`config.mk`:
```
export PLATFORM = sky130hd
export DESIGN_NAME = tree_cmd_frontend
export DESIGN_NICKNAME = d
export VERILOG_FILES = /design/src/rtl/tree_cmd_frontend.sv
export SDC_FILE = /design/constraint.sdc
export NUM_CORES = 1
export LEC_CHECK = 0
export CAP_MARGIN = 10
export CORE_MARGIN = 5
export CORE_UTILIZATION = 55
export CTS_CLUSTER_DIAMETER = 80
export CTS_CLUSTER_SIZE = 14
export DETAILED_ROUTE_END_ITERATION = 7
export PLACE_DENSITY = 0.75
export SYNTH_ARGS = -nofsm -noshare
export SYNTH_HDL_FRONTEND = slang
export SYNTH_SLANG_ARGS = --single-unit
export TNS_END_PERCENT = 10
```
`constraint.sdc`:
```
create_clock -name clk -period 4.4 [get_ports clk]
set_input_delay 1.32 -clock clk [delete_from_list [all_inputs] [get_ports clk]]
set_output_delay 1.32 -clock clk [all_outputs]
set_load 0.005 [all_outputs]
```
`src/rtl/tree_cmd_frontend.sv`:
```
// tree_cmd_frontend: command front end for the Tree search-tree block.
// Synchronises and debounces the raw k0/k1 buttons and the sw switches, then
// converts each debounced press into exactly one FIND/INSERT/CLEAR command
// on a valid/ready handshake. A FIND on an empty tree or an INSERT on a full
// tree is rejected with a one-cycle cmd_err pulse and no command is issued.
//
// Ports:
//   clk        system clock
//   rst_n      asynchronous active-low reset
//   k0         raw FIND button (active-high, asynchronous)
//   k1         raw INSERT/CLEAR button (active-high, asynchronous)
//   sw[3:0]    raw switch value used as the key operand (asynchronous)
//   buf_empty  tree holds no keys
//   buf_full   tree holds the maximum number of keys
//   cmd_ready  tree accepts a command this cycle
//   cmd_valid  command present
//   cmd_op     00 FIND, 01 INSERT, 10 CLEAR
//   cmd_data   key captured at the press
//   cmd_err    one-cycle pulse: press rejected
//   busy       state machine is not idle
module tree_cmd_frontend #(
  parameter int unsigned DEBOUNCE_CYCLES = 16,
  parameter int unsigned CNT_W           = 18
) (
  input  logic       clk,
  input  logic       rst_n,
  input  logic       k0,
  input  logic       k1,
  input  logic [3:0] sw,
  input  logic       buf_empty,
  input  logic       buf_full,
  input  logic       cmd_ready,
  output logic       cmd_valid,
  output logic [1:0] cmd_op,
  output logic [3:0] cmd_data,
  output logic       cmd_err,
  output logic       busy
);

  localparam int unsigned KEY_N = 2;
  localparam int unsigned SW_W  = 4;
  localparam int unsigned OP_W  = 2;

  localparam logic [1:0] ST_IDLE    = 2'd0;
  localparam logic [1:0] ST_ISSUE   = 2'd1;
  localparam logic [1:0] ST_RELEASE = 2'd2;

  localparam logic [OP_W-1:0] OP_FIND   = 2'b00;
  localparam logic [OP_W-1:0] OP_INSERT = 2'b01;
  localparam logic [OP_W-1:0] OP_CLEAR  = 2'b10;

  localparam logic [CNT_W-1:0] CNT_LAST = CNT_W'(DEBOUNCE_CYCLES - 1);

  logic [KEY_N-1:0] k_meta, k_sync;
  logic [SW_W-1:0]  sw_meta, sw_sync;
  logic [KEY_N-1:0] key_stable, key_stable_d, press_q;

  logic [1:0]       state, state_next;
  logic             valid_next, err_next;
  logic [OP_W-1:0]  op_next;
  logic [SW_W-1:0]  data_next;

  // Two-flop synchronisers for the buttons and switches
  always_ff @(posedge clk or negedge rst_n) begin
    if (!rst_n) begin
      k_meta  <= '0;
      k_sync  <= '0;
      sw_meta <= '0;
      sw_sync <= '0;
    end else begin
      k_meta  <= {k1, k0};
      k_sync  <= k_meta;
      sw_meta <= sw;
      sw_sync <= sw_meta;
    end
  end

  // Per-key debounce: the stable value follows the synced input only after
  // it has disagreed for DEBOUNCE_CYCLES consecutive cycles.
  for (genvar g = 0; g < KEY_N; g++) begin : g_deb
    logic [CNT_W-1:0] cnt;
    logic             stable;

    always_ff @(posedge clk or negedge rst_n) begin
      if (!rst_n) begin
        cnt    <= '0;
        stable <= 1'b0;
      end else if (k_sync[g] == stable) begin
        cnt <= '0;
      end else if (cnt == CNT_LAST) begin
        cnt    <= '0;
        stable <= k_sync[g];
      end else begin
        cnt <= cnt + CNT_W'(1);
      end
    end

    assign key_stable[g] = stable;
  end

  // One-cycle press pulse on each 0->1 of a stable key
  always_ff @(posedge clk or negedge rst_n) begin
    if (!rst_n) begin
      key_stable_d <= '0;
      press_q      <= '0;
    end else begin
      key_stable_d <= key_stable;
      press_q      <= key_stable & ~key_stable_d;
    end
  end

  // State and registered outputs
  always_ff @(posedge clk or negedge rst_n) begin
    if (!rst_n) begin
      state     <= ST_IDLE;
      cmd_valid <= 1'b0;
      cmd_op    <= '0;
      cmd_data  <= '0;
      cmd_err   <= 1'b0;
      busy      <= 1'b0;
    end else begin
      state     <= state_next;
      cmd_valid <= valid_next;
      cmd_op    <= op_next;
      cmd_data  <= data_next;
      cmd_err   <= err_next;
      busy      <= (state_next != ST_IDLE);
    end
  end

  // Next-state and next-output logic
  always_comb begin
    logic [OP_W-1:0] op_dec;
    logic            reject;

    state_next = state;
    valid_next = cmd_valid;
    op_next    = cmd_op;
    data_next  = cmd_data;
    err_next   = 1'b0;
    op_dec     = OP_FIND;
    reject     = 1'b0;

    case (state)
      ST_IDLE: begin
        if (|press_q) begin
          // k0 takes priority; a simultaneous k1 press is dropped
          if (press_q[0])            op_dec = OP_FIND;
          else if (sw_sync == '0)    op_dec = OP_CLEAR;
          else                       op_dec = OP_INSERT;

          reject = ((op_dec == OP_FIND)   && buf_empty) ||
                   ((op_dec == OP_INSERT) && buf_full);

          op_next   = op_dec;
          data_next = sw_sync;
          if (reject) begin
            err_next   = 1'b1;
            state_next = ST_RELEASE;
          end else begin
            valid_next = 1'b1;
            state_next = ST_ISSUE;
          end
        end
      end

      ST_ISSUE: begin
        if (cmd_valid && cmd_ready) begin
          valid_next = 1'b0;
          state_next = ST_RELEASE;
        end
      end

      ST_RELEASE: begin
        if (key_stable == '0) state_next = ST_IDLE;
      end

      default: begin
        state_next = ST_IDLE;
        valid_next = 1'b0;
      end
    endcase
  end

endmodule
```
Word-level counts from Yosys, hierarchy flattened

Cells that the tools add are included.

Register bits: 65
Bits of input ports: 11
Output and inout port bits: 9
Word-level logic and storage cells: 67

$add $sub $neg: 2
Equality and inequality tests: 10
Multiplexer cells: 20
Bitwise logic cells: 5
Reductions and logical operators: 14

Operator list:

| operator                                                               | count |
|---|---|
| 18-bit 2-to-1 mux                                                      | 4 |
| 18-bit by 1-bit adder with 18-bit output, second input constant        | 2 |
| 18-bit by 4-bit equality test with 1-bit output, second input constant | 2 |
| 2-bit 2-to-1 mux                                                       | 8 |
| 2-bit zero test                                                        | 3 |
| 1-bit 2-to-1 mux                                                       | 6 |
| 2-bit inequality test, second input constant                           | 3 |
| 2-bit one-hot mux with 3 select lines                                  | 1 |
| 2-bit AND reduction                                                    | 3 |
| 2-bit by 1-bit equality test with 1-bit output, second input constant  | 2 |
| 4-bit zero test                                                        | 1 |
| 4-bit AND reduction                                                    | 1 |
| 1-bit logical AND                                                      | 3 |
| 1-bit inverter                                                         | 3 |
| 1-bit one-hot mux with 3 select lines                                  | 1 |
| 2-bit AND                                                              | 1 |
| 1-bit equality test                                                    | 2 |
| 2-bit equality test, second input constant                             | 1 |
| 2-bit inverter                                                         | 1 |
| 2-bit nonzero test                                                     | 1 |
| 2-bit OR reduction                                                     | 1 |
| 1-bit logical OR                                                       | 1 |

Longest topological paths before layout

Gate-level depths: netlist of run 1.

Word-level depth: 12
Gate-level depth with buffers: 5
Depth with buffers taken out: 5

Worst setup path after synthesis of run 1

OpenSTA, ideal clock, no wires.

Kind: input to register
Start point: in buf_full
End point: reg busy
Arrival: 2062 ps
Data required time: 4274 ps
Setup slack: 2212 ps
Stages on the path: 4
Path through: nor2b_1 a22oi_1 o211ai_1 a221o_1

Longest elaborated chain between the ends: 6

RTL lines:

| what                                  | RTL line | text |
|---|---|---|
| from (decl)                           | 31       | `input logic buf_full,` |
| 1-bit logical AND                     | 153      | `((op_dec == OP_INSERT) && buf_full);` |
| 1-bit logical OR                      | 152      | `reject = ((op_dec == OP_FIND) && buf_empty) \|\|` |
| 2-bit 2-to-1 mux                      | 157      | `if (reject) begin` |
| 2-bit 2-to-1 mux                      | 146      | `if (\|press_q) begin` |
| 2-bit one-hot mux with 3 select lines | 144      | `case (state)` |
| 2-bit nonzero test                    | 127      | `busy <= (state_next != ST_IDLE);` |
| to (signal assigned)                  | 127      |  |
| to (decl)                             | 37       | `output logic busy` |

No other way between the ends.
A chain may end at the register's enable or synchronous reset.

Worst setup path after layout of run 1

Start point: reg cmd_valid
End point: out cmd_valid

RTL lines:

| what                   | RTL line | text |
|---|---|---|
| from (decl)            | 33       | `output logic cmd_valid,` |
| from (signal assigned) | 123      | `cmd_valid <= valid_next;` |

No word-level cell between the ends.

==> metrics.txt, run 1 <==
status finished, final reports clean; vias in the first global route 1934; maxcap violations 0; final hold vios 0; worst path cell trace clkdlybuf4s50_1; Post-DP HPWL 3361 µm; CP arrival 1.25 ns; crit-path leading delay family buffers and inverters; commonest non-fill, non-tap cell in the layout dfrtp_1; drt pass-1 iters 4; Synth Area in Adders 0.008861; IO buf count 19; Die Height 81.66 µm; total wire length 4855 µm; Slew Limit Headroom 0.4047; core area 0.005042 mm²; Final Skew 0.01204 ns; commonest cells after routing, fill and taps aside dfrtp_1 (65), nor2_1 (40), nand2_1 (25), xnor2_1 (24), clkdlybuf4s50_1 (18); H-Tree Depth 3; max incr delay on CP 0.52 ns; synth warn 0; synthesis-to-finish area growth 15.64%; crit path kind reg -> out; Placed Area 0.003070 mm²; CP Launch Type flop; largest net degree at the start of global routing 36; Synth area leaders dfrtp_1 (58%), xnor2_1 (7.4%), nor2_1 (5.3%), nor4_1 (3.5%), nand2_1 (3.3%); R2R Setup Slk 2.20 ns; sequential cell area fraction in the yosys report 0.5760; largest family of logic cells by synthesized area simple AND/OR/NAND/NOR gates; CTS buffer count 9; Final period util 0.5837; Hold Crit Class reg -> reg; # resized after CTS 0; Initial Util 0.5600; P per Cell Area 353.3 mW/mm²; drt wl/cell 13.37 µm; share of layout cells above drive strength 1 0.08191; flop and latch count out of synthesis 65; Routed Antenna Nets 0; critical path endpoint category output pin; Max Clock Freq 389.4 MHz; worst min-delay path endpoint sw_sync[0]; Final WS setup 1.832 ns; GRT overflow 0; Worst R2R Start g_deb[0].cnt[5]; Hold Crit Start sw_meta[0]; multiplexer area fraction after synthesis 0.01152; fin. max-slew vios 0; Design Area, Final 0.003266 mm²; Async SR Flop Fraction 1.000; number of flops mapped to enable cells by yosys 0; pre-CTS setup slack 1.687 ns; clock root buffer clkbuf_8; Initial DRC Count 141; post-synthesis xor/xnor area fraction 0.09615; CTS tree yes; Bufs and invs on worst path 1; slew of the pin with the lowest slew margin 0.8900 ns; Syn Inst Count 260; hold buffers post-CTS 0; fillcell total 400; initial antenna violation count 0; crit-path max FO 4; gpl congestion 0.7732; # rows 26; number of vias per cell 5.413; post-synth top area share 0.5760; maximum clock insertion buffer count 2; worst skew pair latency 0.34 ns; CTS sink cnt 65; Min Clock Period, post-route 2.568 ns; R2R cell count 3; Crit-path slowest cell clkdlybuf4s50_1; RR Endpoint g_deb[0].cnt[2]; Synth Area in Compound Gates 0.05760; post-synthesis simple-gate area fraction 0.2260; all-layer global routing usage 0.1748; vias after detailed routing 1965; Setup Viol. Count Final 0; post-synthesis net count 273; die area 0.006668 mm²; io pins 20; number of cells on the worst hold path 0; first-pass GRT wire length 8859 µm; mapped cell area 0.002824 mm²; Nets 301; sum of negative setup slack 0 ns; Cell variety after synth 34; Worst Path Required 3.08 ns; post-CTS setup buffers 0; ys flop type dfrtp_1; Pleak 0.001407 µW; Synth area leader dfrtp_1; DR DRC count 0; Die W 81.66 µm; # diodes 0; unrepaired setup endpoints after global routing false; Avg Cell Area, Syn 10.86 µm²; CTS clk-pin slew, worst paths 0.08 ns; Worst VDD drop 0.2481 mV
-- layer usage --
layer  global-route usage  wire length [µm]
met1               0.2378              2293
met2               0.2647              2224
met3              0.04386               242
met4              0.07973                95
met5                    0                 0
-- cell usage after synthesis (3+ instances only) --
cell type  instances
buf_6              3
xnor2_1           24
nand2_1           25
or4_1              5
nor4_1            16
nor3_1             9
nor2_1            40
o21ai_0            4
nand4_1           11
inv_1              7
nand3_1           13
xor2_1             7
nor2b_1            4
dfrtp_1           65
-- through the flow --
stage	instances	hold slack, ns	total power [µW]	utilization
detailed placement	347	0.3364	674.8	0.6089
finish	363	0.3516	1154	0.6476
global placement	347	0.3314	672.9	0.6089
global route	363	0.3620	1207	0.6476
floorplan	260	0.3312	646.0	-
CTS	363	0.3540	1166	0.6476
-- worst max path at each step --
stage / cells after the start / startpoint / end
2_1_floorplan: 4 / buf_full / busy
3_3_place_gp: 5 / buf_full / busy
3_5_place_dp: 5 / buf_full / busy
4_1_cts: 1 / cmd_valid / cmd_valid
5_1_grt: 1 / cmd_valid / cmd_valid
6_report: 1 / cmd_valid / cmd_valid
-- cell type report --
class | count | area, µm² | area share
Inverter | 7 | 26.28 | 0.008046
Tap cell | 70 | 87.58 | 0.02682
Sequential cell | 65 | 1627 | 0.4981
Clock buffer | 9 | 123.9 | 0.03793
Clock inverter | 7 | 71.32 | 0.02184
Timing Repair Buffer | 21 | 200.2 | 0.06130
Multi-Input combinational cell | 184 | 1130 | 0.3460
-- sequential cells by signal, summed over array words and instances, names as in the netlist --
register      count
busy              1
cmd_data          4
cmd_err           1
cmd_op            2
cmd_valid         1
g_deb.cnt        36
g_deb.stable      2
k_meta            2
k_sync            2
key_stable_d      2
press_q           2
state             2
sw_meta           4
sw_sync           4
-- where the power goes --
group | switching [µW] | internal [µW] | total [µW]
Combinational | 24.5 | 19.6 | 44.1
Sequential | 8.02 | 609 | 617
Clock | 232 | 260 | 492
-- logic make-up after synthesis --
group	count (synthesis)
muxes	3
AOI/OAI and AO/OA	18
buffers and inverters	11
and+or+nand+nor	130
xor gates and xnor gates	31
adders and majority gates	2
DFF	65
(Power assumes the default switching activity.)
==> run 2, diff against run 1 <==
clock period = 2.45 ns   (was 4.4 ns; I/O delays follow)
==> metrics.txt, run 2 (synthesis results as in run 1) <==
status finished, final reports clean; largest net degree at the start of global routing 66 (+83%); Initial Util 0.5600 (unchanged); share of layout cells above drive strength 1 0.09122 (+0.009305); Crit-path slowest cell clkdlybuf4s50_1; CP arrival 1.22 ns (-0.03 ns); R2R Setup Slk 0.57 ns (-1.63 ns); crit-path max FO 4 (unchanged); Final Power 2269 µW (+97%); # diodes 0 (unchanged); maxcap violations 0 (unchanged); final hold vios 0 (unchanged); number of cells on the worst hold path 0 (unchanged); # resized after CTS 0 (unchanged); Post-DP HPWL 3176 µm (-5.5%); Worst VDD drop 0.4654 mV (+88%); worst skew pair latency 0.34 ns (about the same); sum of negative setup slack 0 ns (unchanged); unrepaired setup endpoints after global routing false; IO buf count 19 (unchanged); Pleak 0.001450 µW (+3.1%); placed cells 350 (+0.86%); Multi-input gate area 0.001130 mm² (unchanged); die area 0.006668 mm² (unchanged); Die Height 81.66 µm (unchanged); Setup Viol. Count Final 0 (unchanged); GRT overflow 0 (unchanged); CTS tree yes; vias after detailed routing 1968 (+0.15%); Sequential Area 0.001627 mm² (unchanged); first-pass GRT wire length 8500 µm (-4.1%); # rows 26 (unchanged); post-CTS setup buffers 0 (unchanged); gpl congestion 0.7856 (+1.6%); Worst Path Required 1.71 ns (-1.37 ns); drt pass-1 iters 4 (unchanged); Routed Antenna Nets 0 (unchanged); Initial DRC Count 163 (+16%); CTS clk-pin slew, worst paths 0.07 ns (about the same); hold buffers post-CTS 0 (unchanged); Max Clock Freq 510.5 MHz; worst path cell trace clkdlybuf4s50_1; initial antenna violation count 0 (unchanged); Top reg by flops g_deb.cnt; commonest cells after routing, fill and taps aside dfrtp_1 (65), nor2_1 (40), nand2_1 (25), xnor2_1 (24), clkdlybuf4s50_1 (18); total wire length 4802 µm (-1.1%); Die W 81.66 µm (unchanged); CP Launch Type flop; Slew Limit Headroom 0.6834 (+0.2788); vias in the first global route 1925 (-0.47%); R2R cell count 3 (unchanged); Hold Crit Class reg -> reg; fillcell total 372 (-7.0%); Final period util 0.7995; drt wl/cell 13.12 µm (-1.9%); Final WS setup 0.4913 ns (-1.341 ns); CTS buffer count 9 (unchanged); slew of the pin with the lowest slew margin 0.4735 ns (-0.4165 ns); crit-path leading delay family buffers and inverters; critical path endpoint category output pin; max incr delay on CP 0.51 ns (about the same); Placed Area 0.003105 mm² (+1.1%); clock root buffer clkbuf_8; H-Tree Depth 3 (unchanged); core area 0.005042 mm² (unchanged); Setup crit start cmd_valid; RR Endpoint g_deb[1].stable; Largest register FFs 36 (unchanged); Final Skew 0.007415 ns (-0.004627 ns); pre-CTS setup slack 0.3951 ns (-1.292 ns); P per Cell Area 677.7 mW/mm² (+92%); Worst R2R Start g_deb[1].cnt[4]; DR DRC count 0 (unchanged); CTS sink cnt 65 (unchanged); synthesis-to-finish area growth 18.56%; fin. max-slew vios 0 (unchanged); Bufs and invs on worst path 1 (unchanged); number of vias per cell 5.377 (-0.67%); Nets 304 (+1.0%); worst min-delay path endpoint k_sync[0]; Min Clock Period, post-route 1.959 ns; Design Area, Final 0.003348 mm² (+2.5%); crit path kind reg -> out; commonest non-fill, non-tap cell in the layout dfrtp_1; Hold Crit Start k_meta[0]; io pins 20 (unchanged); maximum clock insertion buffer count 2 (unchanged); all-layer global routing usage 0.1687 (-0.006118); final std cells w/o fill 366 (+0.83%)
run 2: cell types whose count changed in the layout (fill, tap and decap cells not counted), sizes merged:
cell	before	now
buf	3	6
clkinvlp	3	2
bufinv	1	3
clkinv	3	2
run 2: worst max path at each step:
| stage | end | cells past startpoint | slack, ns |
|---|---|---|---|
| 5_1_grt | cmd_valid | 1 | 0.45 |
| 6_report | cmd_valid | 1 | 0.49 |
| 2_1_floorplan | g_deb[0].cnt[10] | 5 | 0.59 |
| 3_3_place_gp | busy | 5 | 0.40 |
| 4_1_cts | cmd_valid | 1 | 0.47 |
| 3_5_place_dp | busy | 5 | 0.40 |
run 2: power by group:
group	internal (µW)	total [µW]	switching, µW
registers	1090	1110	14.4
logic	38.4	82.5	44.1
clock network	675	1080	403
total	1810	2270	462
run 2: through the flow:
stage	utilization	hold slack [ns]
2_1_floorplan	-	0.3312
3_3_place_gp	0.6159	0.3314
3_5_place_dp	0.6159	0.3347
4_1_cts	0.6640	0.3514
5_1_grt	0.6640	0.3579
6_report	0.6640	0.3490
run 2: per-layer routing:
metal,track usage,part of all wire,vias to the layer above
met2,0.2630,0.46,45
met5,0,0,-
met3,0.05702,0.057,8
met4,0.07807,0.015,0
met1,0.2125,0.47,940
li1,-,-,975
run 2: cell type report:
cell class / count / share of cell area
clock buffers: 9 / 0.03700
inverters: 7 / 0.007848
multi-input cells: 184 / 0.3374
repair buffers: 24 / 0.07025
clock inverters: 7 / 0.03550
well taps: 70 / 0.02616
flip-flops and latches: 65 / 0.4858
